===== src/rtl/fifo_pkg.sv =====
// Shared constants and types for the FIFO read-side packer.
// Latency: n/a (declarations only).
// Backpressure: n/a.
package fifo_pkg;

  localparam int FIFO_DATA_W  = 8;
  localparam int FIFO_DEPTH   = 16;
  localparam int PACK_TIMEOUT = 16;

  typedef enum logic {
    FILL = 1'b0,
    HOLD = 1'b1
  } pack_state_t;

endpackage


===== src/rtl/fifo_word_packer_if.sv =====
// Byte-side FIFO pop port plus word-side valid/ready stream of the packer.
// Latency: n/a (wires only).
// Backpressure: m_ready from the slave side throttles the master.
interface fifo_word_packer_if #(
  parameter int BYTES_PER_WORD = 4
);
  import fifo_pkg::*;

  logic                        fifo_empty;
  logic [FIFO_DATA_W-1:0]      fifo_data;
  logic                        fifo_rd;
  logic                        m_valid;
  logic                        m_ready;
  logic [8*BYTES_PER_WORD-1:0] m_data;
  logic [BYTES_PER_WORD-1:0]   m_keep;

  // Packer side: consumes FIFO bytes, produces words.
  modport master (
    input  fifo_empty, fifo_data, m_ready,
    output fifo_rd, m_valid, m_data, m_keep
  );

  // Environment side: supplies FIFO bytes, consumes words.
  modport slave (
    output fifo_empty, fifo_data, m_ready,
    input  fifo_rd, m_valid, m_data, m_keep
  );

endinterface


===== src/rtl/pack_idle_timer.sv =====
// Saturating idle counter for a partially filled word.
// Latency: count updates on the edge after clear/inc; expire_now flags the cycle whose edge reaches TIMEOUT.
// Backpressure: none; caller gates inc.
module pack_idle_timer #(
  parameter int TIMEOUT = 16
) (
  input  logic clk,
  input  logic rst_n,
  input  logic clear,
  input  logic inc,
  output logic expired,
  output logic expire_now
);

  localparam logic [7:0] LIMIT    = 8'(TIMEOUT);
  localparam logic [7:0] LIMIT_M1 = 8'(TIMEOUT - 1);

  logic [7:0] count;

  // Count idle cycles; clear wins over inc, saturate at 0xFF.
  always_ff @(posedge clk) begin
    if (!rst_n) begin
      count <= 8'd0;
    end else if (clear) begin
      count <= 8'd0;
    end else if (inc && (count != 8'hFF)) begin
      count <= count + 8'd1;
    end
  end

  // expire_now lets the FSM leave FILL on the very edge the count hits TIMEOUT,
  // so the word appears exactly TIMEOUT cycles after the last pop.
  assign expired    = (count == LIMIT);
  assign expire_now = inc && (count == LIMIT_M1);

endmodule


===== src/rtl/fifo_word_packer.sv =====
// Pops bytes from fifo_mem and packs them little-endian into words with a lane keep mask.
// Latency: m_valid rises on the edge that pops the last lane (or flush/timeout edge).
// Backpressure: while a word is held and m_ready=0, no further bytes are popped.
module fifo_word_packer
  import fifo_pkg::*;
#(
  parameter int BYTES_PER_WORD = 4,
  parameter int TIMEOUT        = PACK_TIMEOUT
) (
  input  logic                clk,
  input  logic                rst_n,
  input  logic                flush,
  fifo_word_packer_if.master  pif,
  output logic [15:0]         word_count
);

  localparam int LANE_W = $clog2(BYTES_PER_WORD);
  localparam int WORD_W = 8 * BYTES_PER_WORD;
  localparam logic [LANE_W-1:0] LAST_LANE = LANE_W'(BYTES_PER_WORD - 1);

  pack_state_t               state, state_nxt;
  logic [LANE_W-1:0]         byte_cnt, byte_cnt_nxt;
  logic [WORD_W-1:0]         data_q, data_nxt;
  logic [BYTES_PER_WORD-1:0] keep_q, keep_nxt;

  logic pop;
  logic pending;
  logic last_lane;
  logic accept;
  logic timer_clear;
  logic timer_inc;
  logic expired;
  logic expire_now;
  logic timeout_hit;

  // Never pops while empty, while holding a word, or while in reset.
  assign pop       = (state == FILL) && !pif.fifo_empty && rst_n;
  assign pending   = (byte_cnt != '0);
  assign last_lane = (byte_cnt == LAST_LANE);
  assign accept    = (state == HOLD) && pif.m_ready;

  assign timer_clear = pop || (state == HOLD);
  assign timer_inc   = (state == FILL) && pending && !pop;
  assign timeout_hit = expire_now || expired;

  pack_idle_timer #(
    .TIMEOUT (TIMEOUT)
  ) u_idle_timer (
    .clk        (clk),
    .rst_n      (rst_n),
    .clear      (timer_clear),
    .inc        (timer_inc),
    .expired    (expired),
    .expire_now (expire_now)
  );

  // Next-state, lane write decode and word release.
  always_comb begin
    state_nxt    = state;
    byte_cnt_nxt = byte_cnt;
    data_nxt     = data_q;
    keep_nxt     = keep_q;
    unique case (state)
      FILL: begin
        if (pop) begin
          data_nxt[{byte_cnt, 3'b000} +: 8] = pif.fifo_data;
          keep_nxt[byte_cnt]                = 1'b1;
          byte_cnt_nxt                      = byte_cnt + 1'b1;
        end
        // A byte popped alongside flush is part of the emitted word; flush
        // and timeout together still yield one emission.
        if ((pop && last_lane) ||
            (flush && (pending || pop)) ||
            (pending && !pop && timeout_hit)) begin
          state_nxt = HOLD;
        end
      end
      HOLD: begin
        if (pif.m_ready) begin
          state_nxt    = FILL;
          byte_cnt_nxt = '0;
          data_nxt     = '0;
          keep_nxt     = '0;
        end
      end
      default: state_nxt = FILL;
    endcase
  end

  // State and word assembly registers; reset discards any partial word.
  always_ff @(posedge clk) begin
    if (!rst_n) begin
      state    <= FILL;
      byte_cnt <= '0;
      data_q   <= '0;
      keep_q   <= '0;
    end else begin
      state    <= state_nxt;
      byte_cnt <= byte_cnt_nxt;
      data_q   <= data_nxt;
      keep_q   <= keep_nxt;
    end
  end

  // Count accepted words, wrapping at 16 bits.
  always_ff @(posedge clk) begin
    if (!rst_n) begin
      word_count <= 16'd0;
    end else if (accept) begin
      word_count <= word_count + 16'd1;
    end
  end

  assign pif.fifo_rd = pop;
  assign pif.m_valid = (state == HOLD);
  assign pif.m_data  = data_q;
  assign pif.m_keep  = keep_q;

endmodule


===== src/flat_wrapper.sv =====
// flat-port wrapper written by rule: the top's interface ports become plain ports
module fifo_word_packer_flat import fifo_pkg::*;
#(
  parameter int BYTES_PER_WORD = 4,
  parameter int TIMEOUT        = PACK_TIMEOUT
)
  (clk, rst_n, flush, word_count, pif_fifo_empty, pif_fifo_data, pif_m_ready, pif_fifo_rd, pif_m_valid, pif_m_data, pif_m_keep);
  fifo_word_packer_if #(.BYTES_PER_WORD(BYTES_PER_WORD)) pif_i ();
  input  logic clk;
  input  logic rst_n;
  input  logic flush;
  output logic [15:0] word_count;
  input wire logic [$bits(pif_i.fifo_empty)-1:0] pif_fifo_empty;
  input wire logic [$bits(pif_i.fifo_data)-1:0] pif_fifo_data;
  input wire logic [$bits(pif_i.m_ready)-1:0] pif_m_ready;
  output wire logic [$bits(pif_i.fifo_rd)-1:0] pif_fifo_rd;
  output wire logic [$bits(pif_i.m_valid)-1:0] pif_m_valid;
  output wire logic [$bits(pif_i.m_data)-1:0] pif_m_data;
  output wire logic [$bits(pif_i.m_keep)-1:0] pif_m_keep;
  assign pif_i.fifo_empty = pif_fifo_empty;
  assign pif_i.fifo_data = pif_fifo_data;
  assign pif_i.m_ready = pif_m_ready;
  assign pif_fifo_rd = pif_i.fifo_rd;
  assign pif_m_valid = pif_i.m_valid;
  assign pif_m_data = pif_i.m_data;
  assign pif_m_keep = pif_i.m_keep;
  fifo_word_packer #(.BYTES_PER_WORD(BYTES_PER_WORD), .TIMEOUT(TIMEOUT)) u_core (.clk(clk), .rst_n(rst_n), .flush(flush), .pif(pif_i), .word_count(word_count));
endmodule

===== config.mk =====
export PLATFORM = sky130hd
export DESIGN_NAME = fifo_word_packer_flat
export DESIGN_NICKNAME = d
export VERILOG_FILES = /design/src/rtl/fifo_pkg.sv /design/src/rtl/fifo_word_packer_if.sv /design/src/rtl/pack_idle_timer.sv /design/src/rtl/fifo_word_packer.sv /design/src/flat_wrapper.sv
export SDC_FILE = /design/constraint.sdc
export NUM_CORES = 1
export LEC_CHECK = 0
export CORE_MARGIN = 8
export CORE_UTILIZATION = 45
export CTS_BUF_LIST = sky130_fd_sc_hd__clkbuf_2 sky130_fd_sc_hd__clkbuf_4 sky130_fd_sc_hd__clkbuf_8
export DETAILED_ROUTE_END_ITERATION = 7
export GPL_TIMING_DRIVEN = 0
export PLACE_DENSITY = 0.78
export SLEW_MARGIN = 20
export SYNTH_ARGS = -nofsm -noshare
export SYNTH_HDL_FRONTEND = slang
export SYNTH_HIERARCHICAL = 1
export SYNTH_SLANG_ARGS = --single-unit

===== constraint.sdc =====
create_clock -name clk -period 6.3 [get_ports clk]
set_input_delay 1.26 -clock clk [delete_from_list [all_inputs] [get_ports clk]]
set_output_delay 1.26 -clock clk [all_outputs]
set_load 0.02 [all_outputs]

==> results of run 1 <==
## worst max path at each step
stage	slack, ns	to	cells after the start
2_1_floorplan	3.01	pif_fifo_rd	3
3_3_place_gp	1.99	pif_fifo_rd	5
3_5_place_dp	1.99	pif_fifo_rd	5
4_1_cts	1.99	pif_fifo_rd	5
5_1_grt	1.88	pif_fifo_rd	5
6_report	2.03	pif_fifo_rd	5
## per-layer routing
metal | wire length, um | GRT usage [%] | up-vias | share of wire (%)
li1 | - | - | 1302 | -
met1 | 3318 | 19.46 | 1262 | 44
met2 | 3547 | 27.03 | 90 | 47
met3 | 675 | 6.864 | 10 | 8.9
met4 | 79 | 8.451 | 0 | 1.0
met5 | 0 | 0 | - | 0
## flip-flops by register name, indices dropped and copies added, names as in the netlist
register	cells
u_core/pif.m_keep	4
u_core/word_count	16
u_core/pif.m_valid	1
u_core/pif.m_data	32
u_core/byte_cnt	2
u_core/u_idle_timer/count	8
## critical path, stage by stage
cell,delay (ns)
clkdlybuf4s50_1,0.49
clkbuf_2,0.21
inv_1,0.12
nor3_1,0.26
clkdlybuf4s50_1,0.67
## metrics by stage
stage                     setup WS (ns)  utilization [%]  total power, W  hold slack (ns)
after floorplan                   3.008                -       0.0004790           0.5175
after global placement            1.992            58.10       0.0005156           0.4429
after detailed placement          1.985            58.10       0.0005174           0.4453
after CTS                         1.987            60.79       0.0008187           0.4547
after global routing              1.885            60.79       0.0008466           0.4755
final                             2.029            60.79       0.0008122           0.4523
## placed cells by master, fill, tap and decap left out, drive strengths merged, types with 5 or more instances in the layout
cell / count
nand2b: 5
xnor2: 6
buf: 10
mux2i: 9
a22o: 7
and4: 5
a21oi: 21
nor3: 15
a31oi: 5
or3: 10
nand3: 14
nand4: 8
clkbuf: 16
nand2: 29
inv: 20
dfxtp: 63
ha: 10
clkdlybuf4s50: 66
a22oi: 5
nor4: 5
nor2: 31
o21ai: 14
xor2: 6
## layout make-up
cell class | count | area share, %
well taps | 77 | 2.540
plain buffers | 15 | 1.880
repair buffers | 66 | 17.41
flip-flops and latches | 63 | 33.25
inverters | 20 | 1.979
multi-input cells | 230 | 38.52
clock inverters | 4 | 0.5937
clock buffers | 11 | 3.826
## power groups by stage
stage          registers, W  clock network (W)   logic, W
2_1_floorplan      0.000426                  0  0.0000530
3_3_place_gp       0.000421                  0  0.0000943
3_5_place_dp       0.000421                  0  0.0000960
4_1_cts            0.000412           0.000309  0.0000967
5_1_grt            0.000413           0.000327   0.000106
6_report           0.000413           0.000303  0.0000965
## kinds of logic (layout without fill, tap and decap cells)
kind of cell | after synthesis | after routing | share of synthesized area (%)
and+or+nand+nor | 136 | 136 | 25.43
AOI/OAI and AO/OA | 63 | 63 | 14.35
xor gates and xnor gates | 12 | 12 | 3.663
muxes | 9 | 9 | 3.140
adders and majority gates | 10 | 10 | 4.361
buffers and inverters | 35 | 116 | 5.102
DFF | 63 | 63 | 43.96
==> reports/metrics.cfg, run 1 <==
[status]
run_status = finished clean

[timing]
fin_setup_tns_ns = 0
fin_crit_sh_pct = 67.80
drv_slew = 0
hold_violations = 0
worst_pin_slew_ns = 0.7292
setup_viol = 0
skew_ns = 0.008423
max_freq_mhz = 234.1
fin_crit_ns = 4.271
max_slew_margin_pct = 50.98
rsz0062_at_grt = false

[place]
routabilityCongestion = 0.8163
placedCellCount = 471
place_area_um2 = 3626
dp_hpwl_um = 5591
io_buffers = 66

[logic_synthesis]
yosys-top-cells-count = dfxtp_1 (63), nor2_1 (30), nand2_1 (29)
syn_avg_cell_area_um2 = 8.747
ys_seq_area_share_pct = 43.96
yosysMostFrequentCell = dfxtp_1
yosys.area.top_type = dfxtp_1
synth_area_leaders = dfxtp_1 (44%), ha_1 (4.4%), nor2_1 (3.9%)
syn_nets = 351
yosysUniqueCellTypes = 46
ys_ff_latch = 63
async_flop_share_pct = 0
yosysWarnings = 6
synth_edf_count = 0
synth_top_area_share_pct = 43.96
synthCells = 328
synth_top_flop_cell = dfxtp_1
syn_area_um2 = 2869

[grt]
grt_pass1_wl_um = 12330
grt_max_degree = 11
first_global_vias = 2651
grt_overflow = 0
grtUsageTotal_pct = 17.02
grt_antenna_before_repair = 0

[floorplanning]
die_area_um2 = 9186
die_h_um = 95.85
die_w_um = 95.85
ioPinCount = 67
start_util_pct = 45.97
core_um2 = 6241
placementRows = 29

[finish]
multi_input_area_um2 = 1461
seqCellArea_um2 = 1261
n_fill_cell = 557
area_growth_pct = 32.23
drive_above_1_share_pct = 7.335
final_area_um2 = 3794
antenna_cells = 0
fin_cells = 486
fin_nets = 428

[detailed_routing]
drtPass1Iterations = 5
final_antenna_net_count = 0
routed_via_density = 5.481
wl_per_cell_um = 15.68
drt-total-wl_um = 7621
vias = 2664
drt-initial-drc-count = 136
drt_drc_violations_left = 0

[clocking]
htreeDepth = 3
clkSinkCount = 63
cts_resized = 0
clkLatencyLatePin_ns = 0.33
postCtsHoldBufs = 0
cts_buffers = 9
cts_tree = done
clk_pin_slew_ns = 0.07
cts-root-buf = clkbuf_8
post_cts_buffers = 0
clockBufferDepth = 2

[power_and_ir_drop]
p_sw_w = 0.0002155
p_leak_nw = 1.394
intPower_w = 0.0005967
powerDensity_nw_per_um2 = 214.1
ir_drop_mv = 0.1921
seqPwrFrac_pct = 50.8
p_comb_share_pct = 11.9
switching_share_pct = 26.53
clkPwrFrac_pct = 37.3

[worst_setup_path]
ff2ff_setup_slack_ns = 3.75
start_kind = input pin
rr_startpoint = u_core/byte_cnt[0]
cp-end-kind = output port
ff2ff_path_depth = 9
worst_ep_required_time_ns = 5.04
arrival_ns = 3.01
r2r_end = u_core/pif.m_valid
cp-startpoint = rst_n
crit_fanout = 7
critPathKind = input pin to output port

[min_path]
worstHoldPathCells = 2
min_path_type = register to register
hold_end = u_core/pif.m_data[21]
holdCritStartpoint = u_core/pif.m_data[21]

[job]
cap_violations = 0

(Power assumes the default switching activity.)
==> run 2, diff against run 1 <==
- clock period: 6.3 -> 4 ns (I/O delays scaled with it)
==> results of run 2 <==
The final DEF is identical to that of run 1. Status: finished clean.
Main changes from that run: setup slack after placement 1.985 ns -> 0.6052 ns; setup slack after layout 2.029 ns -> 0.6488 ns; register-to-register setup slack 3.75 ns -> 1.45 ns; total power 0.0008122 W -> 0.001279 W; worst IR drop on VDD 0.1921 mV -> 0.3026 mV
